--- src/rtl/key_debounce_pkg.sv ---
// Shared board-level definitions for the key/LED path.
//   CLK_FREQ_HZ : board clock, also used by the LED/blink stage
//   ms_to_cnt   : terminal count of a counter that spans `ms` milliseconds
package key_debounce_pkg;

  localparam int CLK_FREQ_HZ = 12_000_000;

  function automatic int ms_to_cnt(input int clk_freq, input int ms);
    return clk_freq / 1000 * ms - 1;
  endfunction

endpackage

--- src/rtl/key_debounce_sync_2ff.sv ---
// sync_2ff: two-flop synchronizer for a single asynchronous pin.
//   clk, rst_n : clock, async active-low reset
//   d          : asynchronous input
//   q          : synchronized output (RST_VAL while in reset)
module sync_2ff #(
  parameter logic RST_VAL = 1'b1
) (
  input  logic clk,
  input  logic rst_n,
  input  logic d,
  output logic q
);

  logic meta_q, sync_q;
  logic meta_d, sync_d;

  always_comb begin
    meta_d = d;
    sync_d = meta_q;
  end

  always_ff @(posedge clk or negedge rst_n) begin
    if (!rst_n) begin
      meta_q <= RST_VAL;
      sync_q <= RST_VAL;
    end else begin
      meta_q <= meta_d;
      sync_q <= sync_d;
    end
  end

  assign q = sync_q;

endmodule

--- src/rtl/key_debounce.sv ---
// key_debounce: debounces one active-low push-button.
//   clk, rst_n  : clock, async active-low reset
//   key_n       : raw pin, 0 = pressed, asynchronous
//   key_level   : debounced level, 1 = held
//   key_press   : 1-cycle pulse per debounced press
//   key_release : 1-cycle pulse per debounced release
//   key_long    : 1-cycle pulse once per press after LONG_MS held
module key_debounce
  import key_debounce_pkg::*;
#(
  parameter int CLK_FREQ    = CLK_FREQ_HZ,
  parameter int DEBOUNCE_MS = 20,
  parameter int LONG_MS     = 1000
) (
  input  logic clk,
  input  logic rst_n,
  input  logic key_n,
  output logic key_level,
  output logic key_press,
  output logic key_release,
  output logic key_long
);

  localparam int CNT_DB   = ms_to_cnt(CLK_FREQ, DEBOUNCE_MS);
  localparam int CNT_LONG = ms_to_cnt(CLK_FREQ, LONG_MS);
  localparam int DB_W     = $clog2(CNT_DB + 1);
  localparam int LONG_W   = $clog2(CNT_LONG + 1);

  if (CNT_DB < 1 || CNT_LONG <= CNT_DB) begin : g_bad_params
    $error("key_debounce: need CNT_DB >= 1 and CNT_LONG > CNT_DB");
  end

  typedef enum logic [1:0] {
    IDLE      = 2'd0,
    DOWN_WAIT = 2'd1,
    DOWN      = 2'd2,
    UP_WAIT   = 2'd3
  } state_t;

  logic ks;

  sync_2ff #(.RST_VAL(1'b1)) u_sync (
    .clk   (clk),
    .rst_n (rst_n),
    .d     (key_n),
    .q     (ks)
  );

  state_t              state_q, state_d;
  logic [DB_W-1:0]     db_cnt_q, db_cnt_d;
  logic [LONG_W-1:0]   long_cnt_q, long_cnt_d;
  logic                long_done_q, long_done_d;
  logic                level_q, level_d;
  logic                press_q, press_d;
  logic                release_q, release_d;
  logic                long_q, long_d;
  logic                db_end, long_end;

  always_comb begin
    state_d     = state_q;
    db_cnt_d    = db_cnt_q;
    long_cnt_d  = long_cnt_q;
    long_done_d = long_done_q;
    level_d     = level_q;
    press_d     = 1'b0;
    release_d   = 1'b0;
    long_d      = 1'b0;
    db_end      = (db_cnt_q == DB_W'(CNT_DB));
    long_end    = (long_cnt_q == LONG_W'(CNT_LONG));

    // Hold timer runs while the key is debounced-down, including release
    // bounce. It saturates at CNT_LONG; long_done keeps key_long single-shot.
    if (state_q == DOWN || state_q == UP_WAIT) begin
      if (long_end) begin
        if (!long_done_q) begin
          long_d      = 1'b1;
          long_done_d = 1'b1;
        end
      end else begin
        long_cnt_d = long_cnt_q + LONG_W'(1);
      end
    end

    case (state_q)
      IDLE: begin
        if (!ks) begin
          state_d  = DOWN_WAIT;
          db_cnt_d = '0;
        end
      end
      DOWN_WAIT: begin
        if (ks) begin
          state_d  = IDLE;
          db_cnt_d = '0;
        end else if (db_end) begin
          state_d     = DOWN;
          press_d     = 1'b1;
          level_d     = 1'b1;
          long_cnt_d  = '0;
          long_done_d = 1'b0;
        end else begin
          db_cnt_d = db_cnt_q + DB_W'(1);
        end
      end
      DOWN: begin
        if (ks) begin
          state_d  = UP_WAIT;
          db_cnt_d = '0;
        end
      end
      UP_WAIT: begin
        // A bounce back to DOWN keeps the hold timer: it is the same press.
        if (!ks) begin
          state_d  = DOWN;
          db_cnt_d = '0;
        end else if (db_end) begin
          state_d   = IDLE;
          release_d = 1'b1;
          level_d   = 1'b0;
        end else begin
          db_cnt_d = db_cnt_q + DB_W'(1);
        end
      end
      default: state_d = IDLE;
    endcase
  end

  always_ff @(posedge clk or negedge rst_n) begin
    if (!rst_n) begin
      state_q     <= IDLE;
      db_cnt_q    <= '0;
      long_cnt_q  <= '0;
      long_done_q <= 1'b0;
      level_q     <= 1'b0;
      press_q     <= 1'b0;
      release_q   <= 1'b0;
      long_q      <= 1'b0;
    end else begin
      state_q     <= state_d;
      db_cnt_q    <= db_cnt_d;
      long_cnt_q  <= long_cnt_d;
      long_done_q <= long_done_d;
      level_q     <= level_d;
      press_q     <= press_d;
      release_q   <= release_d;
      long_q      <= long_d;
    end
  end

  assign key_level   = level_q;
  assign key_press   = press_q;
  assign key_release = release_q;
  assign key_long    = long_q;

endmodule

--- config.mk ---
export PLATFORM = sky130hd
export DESIGN_NAME = key_debounce
export DESIGN_NICKNAME = d
export VERILOG_FILES = /design/src/rtl/key_debounce_pkg.sv /design/src/rtl/key_debounce_sync_2ff.sv /design/src/rtl/key_debounce.sv
export SDC_FILE = /design/constraint.sdc
export NUM_CORES = 1
export LEC_CHECK = 0
export BUFFER_PORTS_ARGS = -buffer_cell sky130_fd_sc_hd__buf_2
export CAP_MARGIN = 20
export CORE_ASPECT_RATIO = 1.2
export CORE_MARGIN = 1.5
export CORE_UTILIZATION = 56
export DETAILED_ROUTE_END_ITERATION = 6
export PLACE_DENSITY = 0.76
export SETUP_SLACK_MARGIN = 0.1
export SLEW_MARGIN = 20
export SYNTH_ARGS = -nofsm -noshare
export SYNTH_HDL_FRONTEND = slang
export SYNTH_SLANG_ARGS = --single-unit
--- constraint.sdc ---
create_clock -name clk -period 1.6 [get_ports clk]
set_input_delay 0.16 -clock clk [delete_from_list [all_inputs] [get_ports clk]]
set_output_delay 0.16 -clock clk [all_outputs]
set_load 0.005 [all_outputs]
* Word-level counts from Yosys, hierarchy flattened
Cells that the tools add are included.
** Storage, ports and cells
- Register bits after elaboration :: 51
- Input bits :: 3
- Output and inout bits :: 4
** Cells by class
- Add/subtract/negate cells :: 2
- Equal/unequal tests :: 13
- Mux-type cells :: 36
- Reductions and logical operators :: 6
** Operator list (count)
- $mux W24 :: 5
- $mux W18 :: 5
- $pmux W18 S4 :: 1
- $add A24 B1 Y24 const B :: 1
- $eq A24 B24 Y1 const B :: 1
- $add A18 B1 Y18 const B :: 1
- $eq A18 B18 Y1 const B :: 1
- $mux W1 :: 17
- $mux W2 :: 6
- $ne A2 B2 Y1 const B :: 4
- $pmux W2 S4 :: 1
- $reduce_and A5 Y1 :: 1
- $eq A2 B2 Y1 const B :: 2
- $ne A2 B1 Y1 const B :: 2
- $reduce_and A4 Y1 :: 1
- $ne A3 B2 Y1 const B :: 1
- $ne A3 B3 Y1 const B :: 1
- $eq A2 B1 Y1 const B :: 1
- $logic_not A2 Y1 :: 1
- $pmux W1 S2 :: 1
- $reduce_and A2 Y1 :: 1
- $reduce_bool A2 Y1 :: 1
- $logic_or A1 B1 Y1 :: 1

* Longest topological paths before layout
- Depth after elaboration :: 6
- Gate-level depth with buffers :: 8
- Gate-level depth less buffers :: 7

* Hierarchy
From an unflattened synthesis, not the netlist that was laid out.
** Unflattened totals
- Cells, all modules :: 282
- Area, all modules :: 2641.3 µm²
** Modules (own cells, without submodules)
- key_debounce :: times used 1, cells each 280, area each 2588.7 µm², sequential area each 1226.2 µm²
- sync_2ff :: times used 1, cells each 2, area each 52.6 µm², sequential area each 52.6 µm²

* Worst setup path before layout
No wires, ideal clock.
- Kind :: reg-to-reg
- From :: register db_cnt_q[0]
- To :: register db_cnt_q[7]
- Arrival time :: 1656 ps
- Required time :: 1531 ps
- Path slack :: -125 ps
- Cell stages (with the launch flop) :: 8
- Buffers on the path :: 1
- Period minus slack after synthesis :: 1725 ps
- Cell sequence :: dfrtp_1 > ha_1 > nand3_1 > nor2_2 > and3_1 > clkbuf_1 > or4_1 > nand3_1
** Between the ends
- Word-level cells in the longest chain between the ends :: 4
- Elaborated cells between the ends (all ways) :: 6
** Ends and longest elaborated chain
- start, declared :: RTL line key_debounce.sv:50 : logic [DB_W-1:0] db_cnt_q, db_cnt_d;
- start signal, assigned :: RTL line key_debounce.sv:140 : db_cnt_q <= db_cnt_d;
- $add A18 B1 Y18 / $eq A18 B18 Y1 (equally long branches) :: RTL line key_debounce.sv:102, key_debounce.sv:121, key_debounce.sv:68
- $mux W18 * :: RTL line key_debounce.sv:95, key_debounce.sv:116
- $mux W18, on equally long branches :: RTL line key_debounce.sv:113, key_debounce.sv:92
- $pmux W18 S4 * :: RTL line key_debounce.sv:84 : case (state_q)
Every way passes the cells marked *; elsewhere a longest branch is shown, timed or not.
A chain may end at the register's enable or synchronous reset.

* Worst setup path after layout
- From :: register long_cnt_q[22]
- To :: register long_cnt_q[4]
** Between the ends
- Word-level cells in the longest chain between the ends :: 6
** Ends and longest elaborated chain
- start, declared :: RTL line key_debounce.sv:51 : logic [LONG_W-1:0] long_cnt_q, long_cnt_d;
- start signal, assigned :: RTL line key_debounce.sv:141 : long_cnt_q <= long_cnt_d;
- $eq A24 B24 Y1 * :: RTL line key_debounce.sv:69 : long_end = (long_cnt_q == LONG_W'(CNT_LONG));
- $mux W24 * :: RTL line key_debounce.sv:74 : if (long_end) begin
- $mux W24 * :: RTL line key_debounce.sv:73 : if (state_q == DOWN || state_q == UP_WAIT) begin
- $mux W24 :: RTL line key_debounce.sv:95 : end else if (db_end) begin
- $mux W24 :: RTL line key_debounce.sv:92 : if (ks) begin
- $mux W24 * :: RTL line key_debounce.sv:84
- via long_cnt_d[4] :: RTL line key_debounce.sv:51
Mark *: on every way through the listed nets, which the timed path passes. The rest lies on a longest branch.

==> flow_metrics.tcl <==
set metrics [dict create \
    die_h_um 79.4 \
    wirelength_um 7290 \
    finClkSkew_ns 0.0133 \
    syn-cell-area_um2 2730 \
    critPathMaxStageDelay_ns 0.42 \
    avgSynthCellArea_um2 9.67 \
    cts_max_level 2 \
    hold_violations 0 \
    cp_slowest_cell "dfrtp_1" \
    r2r_start "long_cnt_q[22]$_DFF_PN0_" \
    power.density_cell_area_nw_per_um2 653 \
    drtPass1Iterations 6 \
    yosysSeqAreaShare_pct 46.9 \
    cp_num_buf_inv 1 \
    path_depth 6 \
    pwr-share-comb_pct 9.9 \
    rsz0062_at_grt "true" \
    track_usage_pct 26.2 \
    slew_viol_final 0 \
    switching_share_pct 24.0 \
    synth-edff-count 0 \
    hold_class "input port to async pin" \
    outcome "finished with violations" \
    finalCritPeriodShare_pct 101 \
    path_cells "nor4bb_1, and4_1, buf_6, nand2_4, and3_4, nor3_2" \
    ys.flop_type "dfrtp_1" \
    power.net_switching_uw 575 \
    fmax_ghz 0.619 \
    drive_gt1_share_pct 36.7 \
    maxCapViolations 0 \
    grt_remaining_overflow 0 \
    syn_inst 282 \
    synth.area.top_cells "dfrtp_1, xor2_1, nor2_1" \
    ctsRootBufferMaster "clkbuf_8" \
    max_slew_margin_pct 68.8 \
    syn_nets 287 \
    grt_antenna_before_repair 0 \
    start_util_pct 58.9 \
    grt_pass1_vias 2409 \
    setup-violations-final 3 \
    postSynth.asyncResetShare_pct 100 \
    via_count 2401 \
    reg2regPathDepth 6 \
    clockPowerShare_pct 34.1 \
    crit_arrival_ns 1.83 \
    crit_path_start "long_cnt_q[22]$_DFF_PN0_" \
    drtIter0Drc 245 \
    dp_hpwl_um 4120 \
    crit_family "simple AND/OR/NAND/NOR gates" \
    crit_fanout 8 \
    critPathRequiredTime_ns 1.82 \
    final_common_cell "buf_4" \
    seqPwrFrac_pct 56.0 \
    fp-row-count 27 \
    criticalPathCategory "flop to flop" \
    layout_setup_ws_ns -0.0165 \
    r2r_end "long_cnt_q[4]$_DFF_PN0_" \
    grt_first_pass_wirelength_um 10600 \
    worst_pin_slew_ns 0.468 \
    ir_worst_vdd_mv 0.586 \
    wl_per_cell_um 17.9 \
    grt_start_max_net_pins 34 \
    crit_path_start_kind "flop" \
    nets 353 \
    diodes 0 \
    p_leak_nw 1.64 \
    cts_tree "yes" \
    clock_latency_ns 0.31 \
    layout_common_cells "buf_4, dfrtp_1, nor2_1" \
    area_growth_syn_to_layout_pct 34.7 \
    power_mw 2.40 \
    synth_top_area_cell "dfrtp_1" \
    drc 0 \
    reg2reg_setup_slack_ns -0.02 \
    worstSetupEndpointType "flop" \
    yosysWarnings 0 \
    dp.cells 373 \
    cts_buffer_depth 2 \
    numCtsBuffers 5 \
    die_area_um2 5300 \
    clk_pin_slew_ns 0.10 \
    clock_sinks 51 \
    violations "setup timing" \
    synth.top_cell.area_share_pct 45.0 \
    ios 7 \
    placement.io_buffers 6 \
    ant_nets 0 \
    coreArea_um2 4630 \
    ys_types 49 \
    die_w_um 66.7 \
    instances_no_fill 407 \
    via_per_inst 5.90 \
    period_minus_slack_ns 1.62 \
    synth-seq-cells 51 \
    crit_path_end "long_cnt_q[4]$_DFF_PN0_" \
    p_int_mw 1.82 \
    gp_congestion 0.852 \
]
[cell usage after synthesis, types with 2 or more instances]
cell type / count
dfrtp_1: 49
nor4_2: 2
o31a_1: 2
a31oi_1: 3
nor2_2: 4
o31ai_1: 3
nand4_1: 10
clkbuf_1: 5
and3_1: 8
o21ai_0: 19
buf_4: 2
ha_1: 2
buf_6: 2
dfstp_2: 2
nor2_1: 29
nand3_1: 21
and4_1: 5
nand3_2: 3
nand2b_1: 3
buf_2: 2
nand2_1: 27
and2_1: 2
inv_1: 6
a21oi_1: 15
mux2i_1: 2
xor2_1: 16
o311ai_0: 2
xnor2_1: 8
nor3_1: 7
nor4_4: 2
[registers in the layout (all words and copies together), names as in the netlist, named ones only]
name	flops
long_cnt_q	24
db_cnt_q	18
key_level	1
key_long	1
key_press	1
key_release	1
long_done_q	1
state_q	1
u_sync.meta_q	1
u_sync.q	1
[per-layer routing]
layer / routed length (um) / track usage, % / part of all wire [%]
met2: 3930 / 45.2 / 54
met3: 153 / 5.22 / 2.1
met4: 143 / 10.6 / 2.0
met1: 3070 / 31.5 / 42
met5: 0 / 0 / 0
[worst register-to-register path, delay by kind of cell (launching register included)]
family,cells,cell delay [ns]
buffers and inverters,1,0.17
and+or+nand+nor,5,0.95
DFF,1,0.42
[worst min path at each step]
stage | start | endpoint | slack [ns]
after detailed placement | rst_n | db_cnt_q[3]$_DFFE_PN0P_ | 0.14
after CTS | rst_n | db_cnt_q[3]$_DFFE_PN0P_ | 0.34
after global placement | rst_n | db_cnt_q[3]$_DFFE_PN0P_ | 0.13
after floorplan | rst_n | async pin | -0.14
after global routing | rst_n | db_cnt_q[3]$_DFFE_PN0P_ | 0.37
final | rst_n | db_cnt_q[3]$_DFFE_PN0P_ | 0.32
[stage by stage]
stage	worst slack, ns	util (%)	hold WS (ns)	setup TNS (ns)	cell area (um2)
finish	-0.0165	79.3	0.324	-0.0355	3670
global route	-0.0864	79.3	0.369	-1.33	3670
CTS	0.0259	73.4	0.335	0	3400
detailed placement	-0.0117	67.3	0.136	-0.0117	3120
global placement	0.0567	67.3	0.132	0	3120
floorplan	0.0423	-	-0.136	0	2760
[kinds of logic after synthesis]
logic type	share of synthesized area (%)
AO/OA/AOI/OAI	11.6
XOR/XNOR	7.71
adder cells (fa/ha/maj)	0.918
buffers and inverters	3.58
flip-flops	46.9
multiplexers	0.734
AND/OR/NAND/NOR	28.5
[power by group through the flow]
| stage | clock [mW] | sequential [mW] | combinational [mW] |
|---|---|---|---|
| after CTS | 0.838 | 1.34 | 0.225 |
| after global placement | 0 | 1.35 | 0.152 |
| after global routing | 0.892 | 1.35 | 0.250 |
| after floorplan | 0 | 1.36 | 0.0674 |
| after detailed placement | 0 | 1.36 | 0.165 |
| final | 0.817 | 1.34 | 0.238 |
[what timing repair did]
| item | 4_1_cts | 5_1_grt |
|---|---|---|
| hold buffers | 2 | 0 |
| cloned | 0 | 1 |
| pin swaps | 11 | 15 |
| buffers inserted | 9 | 14 |
| hold endpoints to repair | 19 | 0 |
| gates resized for setup | 26 | 33 |
| endpoints found under the setup margin | 40 | 46 |
[area by class of cell]
| type | count | area (um2) |
|---|---|---|
| inverter | 7 | 28.8 |
| clock buffer | 8 | 100 |
| tap | 58 | 72.6 |
| sequential | 51 | 1280 |
| timing repair buffer | 71 | 608 |
| fill | 277 | 956 |
| multi-input combinational | 212 | 1580 |
No activity file was read; power rests on OpenSTA's default activity.
